**src/rtl/vend_io_pkg.sv**
```systemverilog
// Shared types and constants for the vending machine board I/O blocks.
package vend_io_pkg;

   typedef enum logic [1:0] {
      PD_IDLE,
      PD_ON,
      PD_GAP
   } pd_state_t;

   localparam int MS_50M = 50_000;

endpackage

```
**src/rtl/pulse_driver_if.sv**
```systemverilog
// Event strobe in, pulse outputs back; master is the FSM side, slave is the driver.
interface pulse_driver_if #(
   parameter int PEND_W = 3
);
   logic              EVT;
   logic              Y;
   logic              BUSY;
   logic [PEND_W-1:0] PENDING;
   logic              OVF;

   modport master (
      output EVT,
      input  Y,
      input  BUSY,
      input  PENDING,
      input  OVF
   );

   modport slave (
      input  EVT,
      output Y,
      output BUSY,
      output PENDING,
      output OVF
   );
endinterface

```
**src/rtl/pulse_driver_ms_timer.sv**
```systemverilog
// Millisecond delay timer: a cycle prescaler feeding a ms counter, with done
// asserted on the last cycle of a target-ms interval measured from restart.
module ms_timer
   import vend_io_pkg::*;
#(
   parameter int CLK_PER_MS = MS_50M,
   parameter int TGT_W      = 8
) (
   input  logic             CLK50M,
   input  logic             RESET,
   input  logic             restart,
   input  logic [TGT_W-1:0] target,
   output logic             done
);

   localparam int CYC_W = (CLK_PER_MS > 1) ? $clog2(CLK_PER_MS) : 1;

   logic [CYC_W-1:0] cyc_q, cyc_d;
   logic [TGT_W-1:0] ms_q, ms_d;
   logic             ms_tick;

   always_comb begin
      ms_tick = (cyc_q == CYC_W'(CLK_PER_MS - 1));
      done    = ms_tick && (ms_q == target - TGT_W'(1));
      cyc_d   = ms_tick ? '0 : cyc_q + CYC_W'(1);
      ms_d    = ms_tick ? ms_q + TGT_W'(1) : ms_q;
      // Restart wins so the next interval begins counting from zero
      if (restart) begin
         cyc_d = '0;
         ms_d  = '0;
      end
   end

   always_ff @(posedge CLK50M or posedge RESET) begin
      if (RESET) begin
         cyc_q <= '0;
         ms_q  <= '0;
      end else begin
         cyc_q <= cyc_d;
         ms_q  <= ms_d;
      end
   end

endmodule

```
**src/rtl/pulse_driver.sv**
```systemverilog
// Stretches single-cycle event strobes into fixed-length output pulses with a
// minimum low gap, queueing back-to-back events in a saturating counter.
module pulse_driver
   import vend_io_pkg::*;
#(
   parameter int CLK_PER_MS = MS_50M,
   parameter int ON_MS      = 200,
   parameter int OFF_MS     = 100,
   parameter int PEND_W     = 3
) (
   input  logic         CLK50M,
   input  logic         RESET,
   pulse_driver_if.slave bus
);

   localparam int MAX_MS = (ON_MS > OFF_MS) ? ON_MS : OFF_MS;
   localparam int TGT_W  = $clog2(MAX_MS + 1);

   pd_state_t         state_q, state_d;
   logic [PEND_W-1:0] pend_q, pend_d;
   logic              y_q, y_d;
   logic              busy_q, busy_d;
   logic              ovf_q, ovf_d;

   logic             done;
   logic             restart;
   logic [TGT_W-1:0] target;
   logic             inc;
   logic             dec;

   // Holding restart through IDLE guarantees a fresh interval on every entry
   assign restart = (state_q == PD_IDLE) || done;
   assign target  = (state_q == PD_GAP) ? TGT_W'(OFF_MS) : TGT_W'(ON_MS);

   ms_timer #(
      .CLK_PER_MS(CLK_PER_MS),
      .TGT_W     (TGT_W)
   ) u_timer (
      .CLK50M (CLK50M),
      .RESET  (RESET),
      .restart(restart),
      .target (target),
      .done   (done)
   );

   always_comb begin
      state_d = state_q;
      pend_d  = pend_q;
      ovf_d   = 1'b0;
      inc     = 1'b0;
      dec     = 1'b0;

      case (state_q)
         PD_IDLE: begin
            if (bus.EVT) state_d = PD_ON;
         end
         PD_ON: begin
            inc = bus.EVT;
            if (done) state_d = PD_GAP;
         end
         PD_GAP: begin
            if (done) begin
               if (pend_q != '0) begin
                  state_d = PD_ON;
                  dec     = 1'b1;
                  inc     = bus.EVT;
               end else if (bus.EVT) begin
                  // Event starts the next pulse directly, bypassing the queue
                  state_d = PD_ON;
               end else begin
                  state_d = PD_IDLE;
               end
            end else begin
               inc = bus.EVT;
            end
         end
         default: state_d = PD_IDLE;
      endcase

      if (dec && !inc) begin
         pend_d = pend_q - PEND_W'(1);
      end else if (inc && !dec) begin
         if (pend_q == {PEND_W{1'b1}}) ovf_d = 1'b1;
         else                          pend_d = pend_q + PEND_W'(1);
      end

      y_d    = (state_d == PD_ON);
      busy_d = (state_d != PD_IDLE);
   end

   always_ff @(posedge CLK50M or posedge RESET) begin
      if (RESET) begin
         state_q <= PD_IDLE;
         pend_q  <= '0;
         y_q     <= 1'b0;
         busy_q  <= 1'b0;
         ovf_q   <= 1'b0;
      end else begin
         state_q <= state_d;
         pend_q  <= pend_d;
         y_q     <= y_d;
         busy_q  <= busy_d;
         ovf_q   <= ovf_d;
      end
   end

   assign bus.Y       = y_q;
   assign bus.BUSY    = busy_q;
   assign bus.PENDING = pend_q;
   assign bus.OVF     = ovf_q;

endmodule

```
**src/flat_wrapper.sv**
```systemverilog
// flat-port wrapper written by rule: the top's interface ports become plain ports
module pulse_driver_flat import vend_io_pkg::*;
#(
   parameter int CLK_PER_MS = MS_50M,
   parameter int ON_MS      = 200,
   parameter int OFF_MS     = 100,
   parameter int PEND_W     = 3
)
  (CLK50M, RESET, bus_EVT, bus_Y, bus_BUSY, bus_PENDING, bus_OVF);
  pulse_driver_if #(.PEND_W(PEND_W)) bus_i ();
  input  logic CLK50M;
  input  logic RESET;
  input wire logic [$bits(bus_i.EVT)-1:0] bus_EVT;
  output wire logic [$bits(bus_i.Y)-1:0] bus_Y;
  output wire logic [$bits(bus_i.BUSY)-1:0] bus_BUSY;
  output wire logic [$bits(bus_i.PENDING)-1:0] bus_PENDING;
  output wire logic [$bits(bus_i.OVF)-1:0] bus_OVF;
  assign bus_i.EVT = bus_EVT;
  assign bus_Y = bus_i.Y;
  assign bus_BUSY = bus_i.BUSY;
  assign bus_PENDING = bus_i.PENDING;
  assign bus_OVF = bus_i.OVF;
  pulse_driver #(.CLK_PER_MS(CLK_PER_MS), .ON_MS(ON_MS), .OFF_MS(OFF_MS), .PEND_W(PEND_W)) u_core (.CLK50M(CLK50M), .RESET(RESET), .bus(bus_i));
endmodule
```
**config.mk**
```make
export PLATFORM = sky130hd
export DESIGN_NAME = pulse_driver_flat
export DESIGN_NICKNAME = d
export VERILOG_FILES = /design/src/rtl/vend_io_pkg.sv /design/src/rtl/pulse_driver_if.sv /design/src/rtl/pulse_driver_ms_timer.sv /design/src/rtl/pulse_driver.sv /design/src/flat_wrapper.sv
export SDC_FILE = /design/constraint.sdc
export NUM_CORES = 1
export LEC_CHECK = 0
export BUFFER_PORTS_ARGS = -buffer_cell sky130_fd_sc_hd__buf_4
export CORE_MARGIN = 4
export CORE_UTILIZATION = 45
export CTS_CLUSTER_SIZE = 40
export DETAILED_ROUTE_END_ITERATION = 8
export GPL_TIMING_DRIVEN = 0
export RECOVER_POWER = 25
export SYNTH_ARGS = -nofsm -noshare
export SYNTH_HDL_FRONTEND = slang
export SYNTH_HIERARCHICAL = 1
export SYNTH_SLANG_ARGS = --single-unit
```
**constraint.sdc**
```tcl
create_clock -name CLK50M -period 5.2 [get_ports CLK50M]
set_clock_uncertainty 0.15 [all_clocks]
set_input_delay 0 -clock CLK50M [delete_from_list [all_inputs] [get_ports CLK50M]]
set_output_delay 0 -clock CLK50M [all_outputs]
set_load 0.02 [all_outputs]
```
==> summary.md <==
| Metric | Value |
|---|---|
| Number of DRC violations after detailed-routing iteration 0 | `25` |
| Final wirelength | `3510 µm` |
| Clock tree from TritonCTS | `done` |
| Max Transition Viols Final | `0` |
| Slowest stage cell on the critical path | `ha_1` |
| Worst supply voltage drop on vdd | `161 µV` |
| CTS Root Buffer Type | `clkbuf_8` |
| Met1 layer usage reported by global route | `18.9%` |
| Max-cap viol count | `0` |
| Detailed Routing Iterations Pass 1 | `4` |
| Class of the most critical setup path | `reg -> reg` |
| Detailed-route vias per instance | `4.95` |
| Final antenna diode count | `0` |
| Worst-margin pin slew | `0.929 ns` |
| Data required, critical path | `5.21 ns` |
| Routability congestion estimate from global placement | `0.761` |
| Remaining global-route overflow | `0` |
| Number of instances in the synthesized netlist | `215` |
| Pin count of the biggest net entering global routing | `25` |
| Post-CTS Setup Repair Bufs | `0` |
| Ratio of cells with drive above 1 in the final layout | `8.10%` |
| Clock buffers created by TritonCTS | `5` |
| Final cycle utilization of the critical path | `82.8%` |
| Initial antenna violation count | `0` |
| Die boundary height | `74.1 µm` |
| Count of hold buffers inserted by post-cts repair | `2` |
| Worst Path Buf+Inv | `3` |
| Multiplexer area fraction after synthesis | `0%` |
| Synth Area in Adders | `6.76%` |
| P&R area growth vs syn | `12.7%` |
| Share of synthesized area occupied by flip-flops and latches | `40.8%` |
| First-pass GRT wire length | `6140 µm` |
| Commonest cells after routing, fill and taps aside | `dfrtp_1 (32), nor2_1 (31), xnor2_1 (18)` |
| Fraction of the mapped netlist area in simple logic gates | `25.8%` |
| Most common library cell in the layout ignoring fill and taps | `dfrtp_1` |
| Final hold slack | `0.0821 ns` |
| Power density normalized to cell area | `251 nW/µm²` |
| Max_slew headroom | `38.0%` |
| Setup repair after global routing missed its margin | `no` |
| Average wire per cell in the routed design | `11.8 µm` |
| Leakage power | `0.987 nW` |
| Number of nets with antenna violations after detailed routing | `0` |
| Final Instance Count excl. Fillers | `297` |
| Number of placement rows | `23` |
| Count of vias placed by the detailed router | `1469` |
| Die area | `5480 µm²` |
| Deepest level of the CTS H-tree | `2` |
| Die Wd | `74.1 µm` |
| Clock-pin transition on the worst setup and hold timing paths | `0.06 ns` |
| Number of different library cells in the post-synthesis netlist | `46` |
| Mapped Area | `1960 µm²` |
| Combinational family with the most area after synthesis | `simple AND/OR/NAND/NOR gates` |
| Largest cells by area after synthesis | `dfrtp_1 (41%), xnor2_1 (8.0%), nor2_1 (5.9%)` |
| FF+latch count, synth | `32` |
| Worst hold path type | `in -> async` |
| Synth area leader | `dfrtp_1` |
| Total Power | `0.000556 W` |
| Total DRC errors in the routed layout | `0` |
| Peak Freq | `0.232 GHz` |
| Worst endpoint data arrival time | `4.32 ns` |
| Yosys Warn Count | `6` |
| Global routing met3 resource utilization | `3.24%` |
| Clock Sink Count | `32` |
| # nets final | `260` |
| CP Cell Sequence | `inv_1 -> ha_1 -> inv_1 -> nor4_1 -> a32oi_1 -> or2_2 -> a21oi_2 -> nand2_1 -> a21oi_1 -> or2_2 -> ha_1 -> inv_1 -> fa_1 -> a211oi_1 -> a21oi_1 -> o21ai_0 -> o31ai_1` |
| Sum of net half-perimeters after detailed placement | `2530 µm` |
| Tot GR Track Use | `14.4%` |
| Top cell by count, worst path | `inv_1` |
| Total negative slack for setup checks | `0 ns` |
| Endpoints failing setup | `0` |
| Floorplan core area | `4120 µm²` |
| Worst-case reg-to-reg path depth | `17` |
| Cells resized by post-CTS repair | `0` |
| Boundary pin count | `9` |
| Complex-gate fraction of the synthesized area | `9.05%` |
| Clock latency reported for the late side of the worst-skew pair | `0.28 ns` |
| Worst path max stage delay | `0.46 ns` |
| Total of buffers placed on input and output ports | `8` |
| Buffers from clock root to sink, at most | `2` |
| Post-Place Cells | `288` |
| Total number of cells along the worst setup path | `17` |
| Fin. Hold Viols | `0` |
| Vias in the first global route | `1368` |
| Crit Path Max Fanout | `14` |
| Top cell family by delay on the critical path | `compound AO/OA/AOI/OAI gates` |
| Initial standard-cell utilization of the core | `47.7%` |
| Result of the run | `completed` |
| Core Util, Final | `53.8%` |
| Type of element capturing the critical path | `register` |
| Mean instance size in the synthesized netlist | `9.13 µm²` |
| Most used routing layer | `met2` |
| Area share of the leading cell type in the synthesized netlist | `40.8%` |
| Shortest clock period the worst path allows after layout | `4.31 ns` |
| Startpoint type of the worst setup path | `register` |
| Xor and xnor area share after synthesis | `13.4%` |
| Met2 routing resource usage after global routing | `23.3%` |
synth_stat cells, drive strengths merged:
cell type	instances
nand3	7
xor2	12
and3	3
a32oi	1
nor4	2
or3	2
o21ai	5
o21bai	1
o211a	1
nand2	15
conb	2
o311ai	1
dfrtp	32
nor3b	1
and4	2
nor2	31
ha	9
nand4	7
inv	14
o31ai	1
nor4b	1
nand2b	3
o2111ai	1
nor2b	3
and4bb	2
a211oi	3
fa	1
or2	4
clkbuf	2
and2	2
o22ai	2
and3b	1
nor3	9
xnor2	18
o21a	1
a21oi	10
buf	3
where the power goes:
group	switching, W	internal, W
Combinational	0.0000619	0.0000356
Sequential	0.0000192	0.000263
Clock	0.0000854	0.0000908
Total	0.000167	0.000389
stage by stage:
| stage | setup slack, ns | cell area, µm² |
|---|---|---|
| 2_1_floorplan | 1.40 | 2020 |
| 3_3_place_gp | 0.882 | 2140 |
| 3_5_place_dp | 0.887 | 2140 |
| 4_1_cts | 0.873 | 2240 |
| 5_1_grt | 0.359 | 2210 |
| 6_report | 0.893 | 2210 |
cell type report:
class	count	area, µm²
Fill cell	375	1900
Multi-Input combinational cell	179	1140
Tap cell	50	62.6
Timing Repair Buffer	10	53.8
Inverter	14	52.6
Clock inverter	1	5.00
Clock buffer	6	72.6
Buffer	5	22.5
Sequential cell	32	801
kinds of logic (layout without fill, tap and decap cells):
group | Yosys count | count (layout)
and+or+nand+nor | 95 | 95
DFF | 32 | 32
xor gates and xnor gates | 30 | 30
AOI/OAI and AO/OA | 27 | 27
buffers and inverters | 19 | 36
adders and majority gates | 10 | 10
other | 2 | 17
state kept, by name, summed over array words and instances (netlist names):
signal                count
u_core/u_timer/cyc_q     16
u_core/u_timer/ms_q       8
u_core/bus.OVF            1
u_core/bus.PENDING        3
u_core/state_q            2
u_core/bus.BUSY           1
u_core/bus.Y              1
worst paths after layout:
path,slack (ns),startpoint,end
setup / recovery,0.89,u_core/state_q[0],u_core/bus.PENDING[2]
hold / removal,0.08,RESET,u_core/bus.PENDING[2]
setup reg to reg,0.89,u_core/state_q[0],u_core/bus.PENDING[2]
hold reg to reg,0.35,u_core/u_timer/cyc_q[0],u_core/u_timer/cyc_q[0]
max in group asynchronous,3.98,RESET,u_core/u_timer/ms_q[2]
min in group CLK50M,0.35,u_core/u_timer/cyc_q[0],u_core/u_timer/cyc_q[0]
tightest hold or removal path: cells and delay by family:
family                 cells  cell delay (ns)
buffers and inverters      3             0.91
layer usage:
layer	part of all wire [%]	vias up	routed length, µm
met5	0	-	0
met4	1.3	0	45
met3	2.0	6	69
met2	48	11	1670
met1	49	680	1720
li1	-	772	-
(Power assumes the default switching activity.)
